<file path="src/rtl/ex_unit_if.sv">
// Decode-to-execute bundle and execute-to-MEM result, grouped as one port.
// master drives decode side (and flush); slave is the execute stage.
interface ex_unit_if;
    logic        flush_i;
    logic        id_valid_i;
    logic        id_ready_o;
    logic [7:0]  aluop_i;
    logic [2:0]  alusel_i;
    logic [31:0] reg1_i;
    logic [31:0] reg2_i;
    logic [4:0]  wd_i;
    logic        wreg_i;
    logic        ex_valid_o;
    logic [4:0]  wd_o;
    logic        wreg_o;
    logic [31:0] wdata_o;

    modport master (
        output flush_i, id_valid_i, aluop_i, alusel_i, reg1_i, reg2_i, wd_i, wreg_i,
        input  id_ready_o, ex_valid_o, wd_o, wreg_o, wdata_o
    );

    modport slave (
        input  flush_i, id_valid_i, aluop_i, alusel_i, reg1_i, reg2_i, wd_i, wreg_i,
        output id_ready_o, ex_valid_o, wd_o, wreg_o, wdata_o
    );
endinterface

</file>
<file path="src/rtl/ex_unit.sv">
// Execute stage: single-cycle logic/shift/add, optional iterative unsigned divider.
// Define EX_DIV_EN to build the divider (IDLE/DIV/DONE FSM); otherwise DIVU yields 0.
module ex_unit #(
    parameter int DIV_CYCLES = 32
) (
    input  logic     clk,
    input  logic     rst,
    ex_unit_if.slave bus
);

    localparam logic [7:0] OP_OR   = 8'h25;
    localparam logic [7:0] OP_AND  = 8'h24;
    localparam logic [7:0] OP_XOR  = 8'h26;
    localparam logic [7:0] OP_NOR  = 8'h27;
    localparam logic [7:0] OP_SLL  = 8'h7C;
    localparam logic [7:0] OP_SRL  = 8'h02;
    localparam logic [7:0] OP_SRA  = 8'h03;
    localparam logic [7:0] OP_ADDU = 8'h21;
    localparam logic [7:0] OP_DIVU = 8'h1B;

    localparam logic [2:0] SEL_LOGIC = 3'b001;
    localparam logic [2:0] SEL_SHIFT = 3'b010;
    localparam logic [2:0] SEL_ARITH = 3'b100;

`ifdef EX_DIV_EN
    localparam bit DIV_EN = 1'b1;
`else
    localparam bit DIV_EN = 1'b0;
`endif

    // Single-cycle result; DIVU only contributes its divide-by-zero value here.
    function automatic logic [31:0] f_result(input logic [7:0]  op,
                                             input logic [2:0]  sel,
                                             input logic [31:0] a,
                                             input logic [31:0] b);
        logic signed [31:0] sb;
        logic        [31:0] res;
        sb  = signed'(b);
        res = '0;
        case (sel)
            SEL_LOGIC: begin
                case (op)
                    OP_OR:   res = a | b;
                    OP_AND:  res = a & b;
                    OP_XOR:  res = a ^ b;
                    OP_NOR:  res = ~(a | b);
                    default: res = '0;
                endcase
            end
            SEL_SHIFT: begin
                case (op)
                    OP_SLL:  res = b << a[4:0];
                    OP_SRL:  res = b >> a[4:0];
                    OP_SRA:  res = unsigned'(sb >>> a[4:0]);
                    default: res = '0;
                endcase
            end
            SEL_ARITH: begin
                case (op)
                    OP_ADDU: res = a + b;
                    OP_DIVU: res = (DIV_EN && (b == '0)) ? '1 : '0;
                    default: res = '0;
                endcase
            end
            default: res = '0;
        endcase
        return res;
    endfunction

    logic        w_ready;
    logic        w_accept;
    logic        w_start_div;
    logic        w_div_last;
    logic [31:0] w_div_q;
    logic [4:0]  w_div_wd;
    logic        w_div_wreg;
    logic [31:0] w_alu;

    logic        r_ex_valid;
    logic [4:0]  r_wd_o;
    logic        r_wreg_o;
    logic [31:0] r_wdata_o;

    assign w_accept = bus.id_valid_i & w_ready & ~bus.flush_i;
    assign w_alu    = f_result(bus.aluop_i, bus.alusel_i, bus.reg1_i, bus.reg2_i);

`ifdef EX_DIV_EN
    typedef enum logic [1:0] {S_IDLE, S_DIV, S_DONE} state_t;

    localparam logic [5:0] CNT_LAST = 6'(DIV_CYCLES - 1);

    state_t      r_state;
    state_t      w_state_nxt;
    logic [31:0] r_rem;
    logic [31:0] r_quo;
    logic [31:0] r_dvsr;
    logic [5:0]  r_cnt;
    logic [4:0]  r_div_wd;
    logic        r_div_wreg;
    logic [32:0] w_rem_sh;
    logic [32:0] w_diff;
    logic [31:0] w_rem_nxt;
    logic [31:0] w_quo_nxt;

    assign w_ready     = (r_state != S_DIV);
    assign w_start_div = w_accept && (bus.aluop_i == OP_DIVU) &&
                         (bus.alusel_i == SEL_ARITH) && (bus.reg2_i != '0);

    // Restoring step: bit 32 of the trial difference is the borrow.
    always_comb begin
        w_rem_sh  = {r_rem, r_quo[31]};
        w_diff    = w_rem_sh - {1'b0, r_dvsr};
        w_quo_nxt = {r_quo[30:0], ~w_diff[32]};
        w_rem_nxt = w_diff[32] ? w_rem_sh[31:0] : w_diff[31:0];
    end

    always_comb begin
        w_state_nxt = r_state;
        w_div_last  = 1'b0;
        case (r_state)
            S_IDLE, S_DONE: w_state_nxt = w_start_div ? S_DIV : S_IDLE;
            S_DIV: begin
                if (r_cnt == CNT_LAST) begin
                    w_div_last  = 1'b1;
                    w_state_nxt = S_DONE;
                end
            end
            default: w_state_nxt = S_IDLE;
        endcase
        if (bus.flush_i) begin
            w_state_nxt = S_IDLE;
            w_div_last  = 1'b0;
        end
    end

    always_ff @(posedge clk or negedge rst) begin
        if (!rst) begin
            r_state <= S_IDLE;
        end else begin
            r_state <= w_state_nxt;
        end
    end

    always_ff @(posedge clk or negedge rst) begin
        if (!rst) begin
            r_rem      <= '0;
            r_quo      <= '0;
            r_dvsr     <= '0;
            r_cnt      <= '0;
            r_div_wd   <= '0;
            r_div_wreg <= 1'b0;
        end else if (w_start_div) begin
            r_rem      <= '0;
            r_quo      <= bus.reg1_i;
            r_dvsr     <= bus.reg2_i;
            r_cnt      <= '0;
            r_div_wd   <= bus.wd_i;
            r_div_wreg <= bus.wreg_i;
        end else if ((r_state == S_DIV) && !bus.flush_i) begin
            r_rem <= w_rem_nxt;
            r_quo <= w_quo_nxt;
            r_cnt <= r_cnt + 6'd1;
        end
    end

    assign w_div_q    = w_quo_nxt;
    assign w_div_wd   = r_div_wd;
    assign w_div_wreg = r_div_wreg;
`else
    logic w_unused_cfg;

    assign w_ready      = 1'b1;
    assign w_start_div  = 1'b0;
    assign w_div_last   = 1'b0;
    assign w_div_q      = '0;
    assign w_div_wd     = '0;
    assign w_div_wreg   = 1'b0;
    assign w_unused_cfg = (DIV_CYCLES != 0);
`endif

    // Result register: valid pulses for one cycle, payload holds otherwise.
    always_ff @(posedge clk or negedge rst) begin
        if (!rst) begin
            r_ex_valid <= 1'b0;
            r_wd_o     <= '0;
            r_wreg_o   <= 1'b0;
            r_wdata_o  <= '0;
        end else begin
            r_ex_valid <= 1'b0;
            if (bus.flush_i) begin
                r_wreg_o <= 1'b0;
            end else if (w_accept && !w_start_div) begin
                r_ex_valid <= 1'b1;
                r_wd_o     <= bus.wd_i;
                r_wreg_o   <= bus.wreg_i;
                r_wdata_o  <= w_alu;
            end else if (w_div_last) begin
                r_ex_valid <= 1'b1;
                r_wd_o     <= w_div_wd;
                r_wreg_o   <= w_div_wreg;
                r_wdata_o  <= w_div_q;
            end
        end
    end

    assign bus.id_ready_o = w_ready;
    assign bus.ex_valid_o = r_ex_valid;
    assign bus.wd_o       = r_wd_o;
    assign bus.wreg_o     = r_wreg_o;
    assign bus.wdata_o    = r_wdata_o;

endmodule

</file>
<file path="src/flat_wrapper.sv">
// flat-port wrapper written by rule: the top's interface ports become plain ports
module ex_unit_flat 
#(
    parameter int DIV_CYCLES = 32
)
  (clk, rst, bus_flush_i, bus_id_valid_i, bus_aluop_i, bus_alusel_i, bus_reg1_i, bus_reg2_i, bus_wd_i, bus_wreg_i, bus_id_ready_o, bus_ex_valid_o, bus_wd_o, bus_wreg_o, bus_wdata_o);
  ex_unit_if bus_i ();
  input  logic clk;
  input  logic rst;
  input wire logic [$bits(bus_i.flush_i)-1:0] bus_flush_i;
  input wire logic [$bits(bus_i.id_valid_i)-1:0] bus_id_valid_i;
  input wire logic [$bits(bus_i.aluop_i)-1:0] bus_aluop_i;
  input wire logic [$bits(bus_i.alusel_i)-1:0] bus_alusel_i;
  input wire logic [$bits(bus_i.reg1_i)-1:0] bus_reg1_i;
  input wire logic [$bits(bus_i.reg2_i)-1:0] bus_reg2_i;
  input wire logic [$bits(bus_i.wd_i)-1:0] bus_wd_i;
  input wire logic [$bits(bus_i.wreg_i)-1:0] bus_wreg_i;
  output wire logic [$bits(bus_i.id_ready_o)-1:0] bus_id_ready_o;
  output wire logic [$bits(bus_i.ex_valid_o)-1:0] bus_ex_valid_o;
  output wire logic [$bits(bus_i.wd_o)-1:0] bus_wd_o;
  output wire logic [$bits(bus_i.wreg_o)-1:0] bus_wreg_o;
  output wire logic [$bits(bus_i.wdata_o)-1:0] bus_wdata_o;
  assign bus_i.flush_i = bus_flush_i;
  assign bus_i.id_valid_i = bus_id_valid_i;
  assign bus_i.aluop_i = bus_aluop_i;
  assign bus_i.alusel_i = bus_alusel_i;
  assign bus_i.reg1_i = bus_reg1_i;
  assign bus_i.reg2_i = bus_reg2_i;
  assign bus_i.wd_i = bus_wd_i;
  assign bus_i.wreg_i = bus_wreg_i;
  assign bus_id_ready_o = bus_i.id_ready_o;
  assign bus_ex_valid_o = bus_i.ex_valid_o;
  assign bus_wd_o = bus_i.wd_o;
  assign bus_wreg_o = bus_i.wreg_o;
  assign bus_wdata_o = bus_i.wdata_o;
  ex_unit #(.DIV_CYCLES(DIV_CYCLES)) u_core (.clk(clk), .rst(rst), .bus(bus_i));
endmodule
</file>
<file path="config.mk">
export PLATFORM = sky130hd
export DESIGN_NAME = ex_unit_flat
export DESIGN_NICKNAME = d
export VERILOG_FILES = /design/src/rtl/ex_unit_if.sv /design/src/rtl/ex_unit.sv /design/src/flat_wrapper.sv
export SDC_FILE = /design/constraint.sdc
export NUM_CORES = 1
export LEC_CHECK = 0
export ABC_AREA = 0
export CAP_MARGIN = 20
export CORE_MARGIN = 2
export CORE_UTILIZATION = 50
export CTS_CLUSTER_SIZE = 28
export DETAILED_ROUTE_END_ITERATION = 10
export PLACE_DENSITY = 0.81
export SLEW_MARGIN = 40
export SYNTH_ARGS = -nofsm -noshare
export SYNTH_HDL_FRONTEND = slang
export SYNTH_SLANG_ARGS = --single-unit
</file>
<file path="constraint.sdc">
create_clock -name clk -period 1.5 [get_ports clk]
set_input_delay 0.3 -clock clk [delete_from_list [all_inputs] [get_ports clk]]
set_output_delay 0.3 -clock clk [all_outputs]
set_load 0.02 [all_outputs]
</file>
==> reports/results.txt, run 1 <==
status = did not finish
Stopped at = 5_1_grt
Halt Reason = [ERROR GRT-0232] Routing congestion too high. Check the congestion heatmap in the GUI.
Synth Flop Type = dfrtp_1
worst endpoint after global-route timing repair = u_core.bus.wdata_o[28]$_DFFE_PN0P_/D
initial cell density of the core = 50.73%
initial antenna violation count = 11
Overflow after GRT = 115
WEP type = sequential cell input
synthesized flop and latch total = 39
io pins = 125
number of flops mapped to enable cells by yosys = 0
largest net degree at the start of global routing = 51
FFs w/ async S/R, synth = 100.0%
synthesized net count = 1385
total clock sinks = 39
Mapped Cells = 1234
Mapped Area = 9081 um2
Post-DP HPWL = 35120 um
Core Rows = 49
clk buf depth = 2
clk root buf = clkbuf_16
Die H = 138.8 um
placer congestion estimate = 1.081
H-tree level count = 2
Avg Inst Size Synth = 7.359 um2
Synth cell types = 77
quantity of I/O buffers inserted on ports = 123
YS warnings = 0
gr usage total = 83.33%
Die W = 138.8 um
part of the Yosys area used for sequential elements = 10.75%
CTS buffer count = 5
Post-DP Area = 13340 um2
kinds of logic after synthesis:
logic type,Yosys count,share of synthesized area [%]
and+or+nand+nor,365,18.08
DFF,39,10.75
buffers and inverters,189,8.969
adders and majority gates,66,9.176
other,1,0.04129
xor gates and xnor gates,22,2.122
AOI/OAI and AO/OA,425,28.44
muxes,127,22.43
through the flow:
step	instances	worst slack (ns)	hold slack (ns)	TNS [ns]
after floorplan	1234	-1.004	0.004409	-23.75
after global placement	1881	-1.622	0.2886	-44.74
after detailed placement	1881	-1.680	0.2892	-46.99
after CTS	1957	-0.7815	0.4722	-20.64
cell usage after synthesis (14+ instances only):
library cell	count	area [um2]
xnor2_1	16	140.1
a31oi_1	17	106.4
nand3_1	19	95.09
a21oi_1	108	540.5
a211oi_1	29	217.7
mux2i_1	46	460.4
o211ai_1	14	105.1
ha_1	65	813.3
o21ai_0	156	780.8
dfrtp_1	39	975.9
clkbuf_1	52	195.2
mux2_2	22	247.7
buf_2	22	110.1
nand2b_1	15	93.84
inv_1	90	337.8
nor3_1	19	95.09
mux4_2	59	1329
nand2_1	133	499.2
nor2_1	125	469.2
per-layer routing:
layer	track usage [%]	GRT overflow
met2	94.81	61
met5	47.12	0
met3	72.20	1
met1	83.23	7
met4	84.85	46
what timing repair did:
| action | in CTS |
|---|---|
| pin swaps | 113 |
| setup buffers | 67 |
| gates resized for setup | 519 |
| hold buffers | 1 |
| endpoints found under the hold margin | 39 |
| endpoints found under the setup margin | 71 |
| cloned | 4 |
==> inputs of run 2 (changes only) <==
--- a/config.mk
+++ b/config.mk
@@ -8,10 +8,9 @@
 export ABC_AREA = 0
 export CAP_MARGIN = 20
 export CORE_MARGIN = 2
-export CORE_UTILIZATION = 50
-export CTS_CLUSTER_SIZE = 28
+export CORE_UTILIZATION = 35
 export DETAILED_ROUTE_END_ITERATION = 10
-export PLACE_DENSITY = 0.81
+export PLACE_DENSITY_LB_ADDON = 0.15
 export SLEW_MARGIN = 40
 export SYNTH_ARGS = -nofsm -noshare
 export SYNTH_HDL_FRONTEND = slang
==> reports/results.txt, run 2 <==
Layout Cells excl Fill = 2091
CTS buffer count = 5 (unchanged)
reg2reg start = u_core.bus.wdata_o[31]
Worst Hold Depth = 2
Die W = 165.1 um (was 138.8 um)
Final Hold Vio Count = 0
global-route wire length before repair = 70910 um
worst-skew pair later-pin latency = 0.30 ns
relative slew slack = 52.61%
CTS tree = built
Fmax = 429.2 MHz
status = finished, violations left (was did not finish)
Die ar. = 27250 um2
Reg2Reg Depth = 5
pwr/cell area = 449.0 nW/um2
NumNets Final = 1911
final instance area = 16100 um2
Worst EP required = 1.74 ns
Avg Inst Size Synth = 7.359 um2 (unchanged)
final worst slack = -0.8297 ns
number of flops mapped to enable cells by yosys = 0 (unchanged)
post-synth top area share = 14.63% (unchanged)
gr usage total = 34.95%
clk_skew = 0 ns
H-tree level count = 2 (unchanged)
Core Rows = 58 (was 49)
largest net degree at the start of global routing = 48
Detail Route Antenna Nets = 0
initial antenna violation count = 0
DRC viols = 0
crit-path max cell delay = 0.61 ns
quantity of I/O buffers inserted on ports = 123 (unchanged)
failing checks = negative setup slack
Post-DP Area = 13500 um2 (was 13340 um2)
fin crit period = 2.330 ns
worst slack, placed = -1.727 ns (was -1.680 ns)
worst slew pin tran = 0.7108 ns
R2R Setup Slk = 0.14 ns
max cap viols = 0
core area = 25330 um2
Synth area leaders = mux4_2, dfrtp_1, ha_1 (unchanged)
CP endpoint kind = flop
max FFs per register = 32
HP Class = flop to flop
Synth Flop Type = dfrtp_1 (unchanged)
Die H = 165.1 um (was 138.8 um)
Post-DP HPWL = 37830 um (was 35120 um)
crit-path leading delay family = simple AND/OR/NAND/NOR gates
io pins = 125 (unchanged)
clk root buf = clkbuf_16 (unchanged)
1st-iter DRT viols = 1147
total clock sinks = 39 (unchanged)
commonest non-fill, non-tap cells in the layout = buf_4, nand2_1, nor2_1
Mapped Area = 9081 um2 (unchanged)
Max IR drop VDD = 0.3900 mV
final setup vio count = 32
part of the Yosys area used for sequential elements = 10.75% (unchanged)
fin util = 63.58%
Commonest cells post-synth = o21ai_0, nand2_1, nor2_1 (unchanged)
Inserted Diodes = 0
launch point of the worst path = bus_aluop_i[2]
placer congestion estimate = 1.041 (was 1.081)
Crit-path slowest cell = or4b_4
synthesized flop and latch total = 39 (unchanged)
via count of the first global-routing pass = 11817
most common cell after layout, fill and taps aside = buf_4
FFs w/ async S/R, synth = 100.0% (unchanged)
Mapped Cells = 1234 (unchanged)
clk slew on worst S/H paths = 0.07 ns
fraction of layout instances using a drive strength above 1 = 49.74%
count of pins over their slew limit = 0
Initial DRT Pass Iterations = 5
Leak = 7.286 nW
dpl cells = 1986 (was 1881)
HP Start = u_core.bus.wd_o[3]
worst path bufs/invs = 1
hold endpoint = u_core.bus.wd_o[3]
WS Path Type = input port to flop
Overflow after GRT = 0
worst-path cell chain = buf_6, or4_4, or4b_4, a21oi_4, o21ai_4, a221oi_2, a21oi_2, o21ai_1, a31o_1
RSZ-0062 raised after global routing = true
Post-Route WL = 48030 um
post-detailed-route via-to-cell ratio = 5.802
cell taking the most area after synthesis = mux4_2 (unchanged)
clk buf depth = 2 (unchanged)
routed length per instance = 22.97 um
Synth cell types = 77 (unchanged)
Vias = 12133
initial cell density of the core = 35.86% (was 50.73%)
startpoint types = input port
Tcrit/Tclk final = 155.3%
most frequent cell after synthesis = o21ai_0 (unchanged)
YS warnings = 0 (unchanged)
crit path DAT = 2.57 ns
Reg2Reg Capture Point = u_core.bus.wdata_o[31]
CP Max Fanout = 6
synthesized net count = 1385 (unchanged)
area grow syn2layout = 77.31%
## run 2: cell counts after synthesis
No cell type changed its count.
## run 2: power by group
part | switching (mW) | total, mW | leakage, nW | internal, mW
clock network | 0.490 | 1.11 | 0.0669 | 0.616
registers | 0.0171 | 1.10 | 0.533 | 1.08
logic | 2.54 | 5.03 | 6.69 | 2.49
## run 2: area by class of cell
type                    instances  area, um2
clock buffers                   6      128.9
clock inverters                 2      12.51
fillers                      2241       9225
inverters                      94      385.4
multi-input cells            1006       8895
flip-flops and latches         39      975.9
well taps                     330      412.9
repair buffers                614       5291
## run 2: repair_timing
action | CTS | global route
buffers inserted | 88 | 17
endpoints found under the setup margin | 71 | 33
gates resized for setup | 497 | 117
cloned | 2 | 0
pin swaps | 131 | 95
hold endpoints to repair | 37 | 0
hold buffers | 1 | 0
## run 2: cell families (layout without fill, tap and decap cells)
kind of cell,count (synthesis),after routing,share of synthesized area (%)
adders and majority gates,66,66,9.176
DFF,39,39,10.75
and+or+nand+nor,365,365,18.08
buffers and inverters,189,716,8.969
muxes,127,127,22.43
xor gates and xnor gates,22,22,2.122
other,1,1,0.04129
AOI/OAI and AO/OA,425,425,28.44
## run 2: worst reg2reg max path: stages, from the launching register on
cell and delay (ns):
dfrtp_1 0.40, a22oi_1 0.19, o21ai_0 0.14, a221oi_2 0.25, o31a_1 0.20, mux2i_1 0.06
## run 2: worst max-delay path by stage
stage | endpoint | slack [ns] | depth (start not counted)
2_1_floorplan | u_core.bus.wdata_o[30] | -1.00 | 13
3_3_place_gp | u_core.bus.wdata_o[27] | -1.78 | 10
3_5_place_dp | u_core.bus.wdata_o[27] | -1.73 | 10
4_1_cts | u_core.bus.wdata_o[30] | -0.85 | 13
5_1_grt | u_core.bus.wdata_o[30] | -0.87 | 13
6_report | u_core.bus.wdata_o[30] | -0.83 | 9
## run 2: stage by stage
step                      hold slack, ns  TNS [ns]  power (mW)
after floorplan                 0.004409    -23.75       3.173
after global placement            0.2894    -46.89       5.060
after detailed placement          0.2939    -47.50       5.086
after CTS                         0.4730    -22.45       6.949
after global routing              0.4902    -24.09       7.575
final                             0.4703    -22.08       7.230
## run 2: routing by layer
layer / part of all wire [%] / GRT usage (%)
met1: 41 / 46.65
met2: 46 / 56.76
met3: 8.4 / 4.845
met4: 4.9 / 14.55
met5: 0 / 0
(Power assumes the default switching activity.)
==> inputs of run 3 (changes only) <==
--- a/config.mk
+++ b/config.mk
@@ -10,6 +10,7 @@
 export CORE_MARGIN = 2
 export CORE_UTILIZATION = 35
 export DETAILED_ROUTE_END_ITERATION = 10
+export GPL_TIMING_DRIVEN = 0
 export PLACE_DENSITY_LB_ADDON = 0.15
 export SLEW_MARGIN = 40
 export SYNTH_ARGS = -nofsm -noshare
==> reports/results.txt, run 3 (synthesized netlist as in run 2, its figures left out) <==
status = finished, violations left (unchanged)
failing checks = negative hold slack, negative setup slack (was negative setup slack)
clk root buf = clkbuf_16 (unchanged)
Post-DP HPWL = 37690 um (was 37830 um)
count of pins over their slew limit = 0 (unchanged)
Tcrit/Tclk final = 167.4% (was 155.3%)
initial antenna violation count = 0 (unchanged)
placer congestion estimate = 1.003 (was 1.041)
Post-DP Area = 11040 um2 (was 13500 um2)
HP Class = input port to async pin (was flop to flop)
power share of the clock group = 17.2% (was 15.3%)
clk_skew = 0 ns (unchanged)
worst-path cell chain = buf_12, clkinvlp_4, clkbuf_16, clkbuf_16, ha_4, o21a_1, o31ai_4, a21oi_4, buf_4, a31oi_4, o31ai_4, a31oi_2, xor2_2, o21ai_1 (was buf_6, or4_4, or4b_4, a21oi_4, o21ai_4, a221oi_2, a21oi_2, o21ai_1, a31o_1)
Seq pwr share = 15.5% (was 15.2%)
Pint = 3.934 mW (was 4.185 mW)
Final Hold Vio Count = 36 (was 0)
worst-skew pair later-pin latency = 0.28 ns (was 0.30 ns)
io pins = 125 (unchanged)
Detail Route Antenna Nets = 0 (unchanged)
DRC viols = 0 (unchanged)
Initial DRT Pass Iterations = 5 (unchanged)
pwr/cell area = 495.3 nW/um2 (was 449.0 nW/um2)
H-tree level count = 2 (unchanged)
clk buf depth = 2 (unchanged)
WS Path Type = input port to flop (unchanged)
clk slew on worst S/H paths = 0.06 ns (was 0.07 ns)
combinational share of power = 67.3% (was 69.5%)
CTS Hold Bufs = 0 (was 1)
post-detailed-route via-to-cell ratio = 6.422 (was 5.802)
routed length per instance = 27.56 um (was 22.97 um)
Crit-path slowest cell = xor2_2 (was or4b_4)
final worst slack = -1.012 ns (was -0.8297 ns)
1st-iter DRT viols = 1439 (was 1147)
initial cell density of the core = 35.86% (unchanged)
Min Hold Slack = -0.01843 ns (was 0.4703 ns)
switching share of power = 44.36% (was 42.12%)
Fmax = 398.1 MHz (was 429.2 MHz)
max cap viols = 0 (unchanged)
commonest non-fill, non-tap cells in the layout = nand2_1, buf_4, nor2_1 (was buf_4, nand2_1, nor2_1)
CTS tree = built (unchanged)
crit-path leading delay family = compound AO/OA/AOI/OAI gates (was simple AND/OR/NAND/NOR gates)
CP endpoint kind = flop (unchanged)
Die W = 165.1 um (unchanged)
sw power = 3.136 mW (was 3.046 mW)
Max IR drop VDD = 0.7710 mV (was 0.3900 mV)
Multi-input gate area = 9085 um2 (was 8895 um2)
final setup vio count = 32 (unchanged)
FF+latch area = 975.9 um2 (unchanged)
R2R Setup Slk = 0.13 ns (was 0.14 ns)
crit-path max cell delay = 0.34 ns (was 0.61 ns)
worst slew pin tran = 0.7393 ns (was 0.7108 ns)
Inserted Diodes = 0 (unchanged)
Overflow after GRT = 0 (unchanged)
total clock sinks = 39 (unchanged)
max FFs per register = 32 (unchanged)
NumNets Final = 1637 (was 1911)
core area = 25330 um2 (unchanged)
Die H = 165.1 um (unchanged)
CTS buffer count = 5 (unchanged)
Tot Pwr = 7.071 mW (was 7.230 mW)
via count of the first global-routing pass = 11020 (was 11817)
RSZ-0062 raised after global routing = true (unchanged)
Setup TNS Final = -25.68 ns (was -22.08 ns)
fraction of layout instances using a drive strength above 1 = 40.48% (was 49.74%)
worst slack, placed = -2.645 ns (was -1.727 ns)
final instance area = 14270 um2 (was 16100 um2)
Fill cells = 2334 (was 2241)
global-route wire length before repair = 73100 um (was 70910 um)
Worst EP required = 1.66 ns (was 1.74 ns)
CP Max Fanout = 4 (was 6)
worst path bufs/invs = 5 (was 1)
quantity of I/O buffers inserted on ports = 123 (unchanged)
Leak = 5.938 nW (was 7.286 nW)
startpoint types = input port (unchanged)
crit path DAT = 2.68 ns (was 2.57 ns)
area grow syn2layout = 57.19% (was 77.31%)
largest net degree at the start of global routing = 40 (was 48)
gr usage total = 36.38% (was 34.95%)
Vias = 11668 (was 12133)
Die ar. = 27250 um2 (unchanged)
fin crit period = 2.512 ns (was 2.330 ns)
relative slew slack = 50.71% (was 52.61%)
Post-Route WL = 50090 um (was 48030 um)
Core Rows = 58 (unchanged)
-- run 3: cell types whose count changed in the layout (fill, tap and decap cells not counted), sizes merged, moves of 7 or more --
| cell | before | now |
|---|---|---|
| buf | 513 | 195 |
| clkbuf | 14 | 49 |
| clkdlybuf4s15 | 10 | 19 |
| clkdlybuf4s50 | 19 | 26 |
| dlymetal6s2s | 8 | 1 |
-- run 3: through the flow --
stage	hold WS [ns]	cells	util [%]
floorplan	0.004409	1234	-
global placement	0.4604	1687	43.59
detailed placement	0.3029	1687	43.58
CTS	0.002150	1792	53.89
global route	0.01850	1817	56.36
finish	-0.01843	1817	56.36
-- run 3: repair_timing --
item | CTS | global route
gates resized for setup | 626 | 114
cloned | 3 | 0
buffers inserted | 105 | 29
pin swaps | 100 | 77
setup endpoints to repair | 76 | 37
-- run 3: worst paths after layout --
path	cells after the start	endpoint	from
min reg2reg	2	u_core.bus.wd_o[2]	u_core.bus.wd_o[2]
max	14	u_core.bus.wdata_o[14]	bus_reg1_i[3]
max in group asynchronous	1	u_core.bus.wdata_o[30]	rst
min	1	u_core.bus.wdata_o[2]	rst
min in group clk	2	u_core.bus.wd_o[2]	u_core.bus.wd_o[2]
max reg2reg	5	u_core.bus.wdata_o[31]	u_core.bus.wdata_o[31]
-- run 3: layer usage --
metal / vias to the layer above / track usage [%] / wire length [um] / part of all wire, %
li1: 5026 / - / - / -
met1: 5623 / 49.51 / 20150 / 40
met2: 839 / 56.55 / 21480 / 43
met3: 180 / 8.017 / 5780 / 12
met4: 0 / 13.40 / 2674 / 5.3
met5: - / 0 / 0 / 0
-- run 3: final cells by class --
cell class	instances	share of cell area (%)
Timing Repair Buffer	257	16.18
Clock inverter	3	0.3068
Inverter	94	2.743
Tap cell	330	2.892
Clock buffer	5	0.8765
Buffer	83	6.521
Multi-Input combinational cell	1006	63.64
Sequential cell	39	6.837
-- run 3: power by group through the flow --
stage	clock network [mW]	logic [mW]	registers, mW
2_1_floorplan	0	2.02	1.15
3_3_place_gp	0	3.37	1.12
3_5_place_dp	0	3.37	1.12
4_1_cts	1.23	4.26	1.10
5_1_grt	1.27	4.96	1.10
6_report	1.22	4.76	1.10
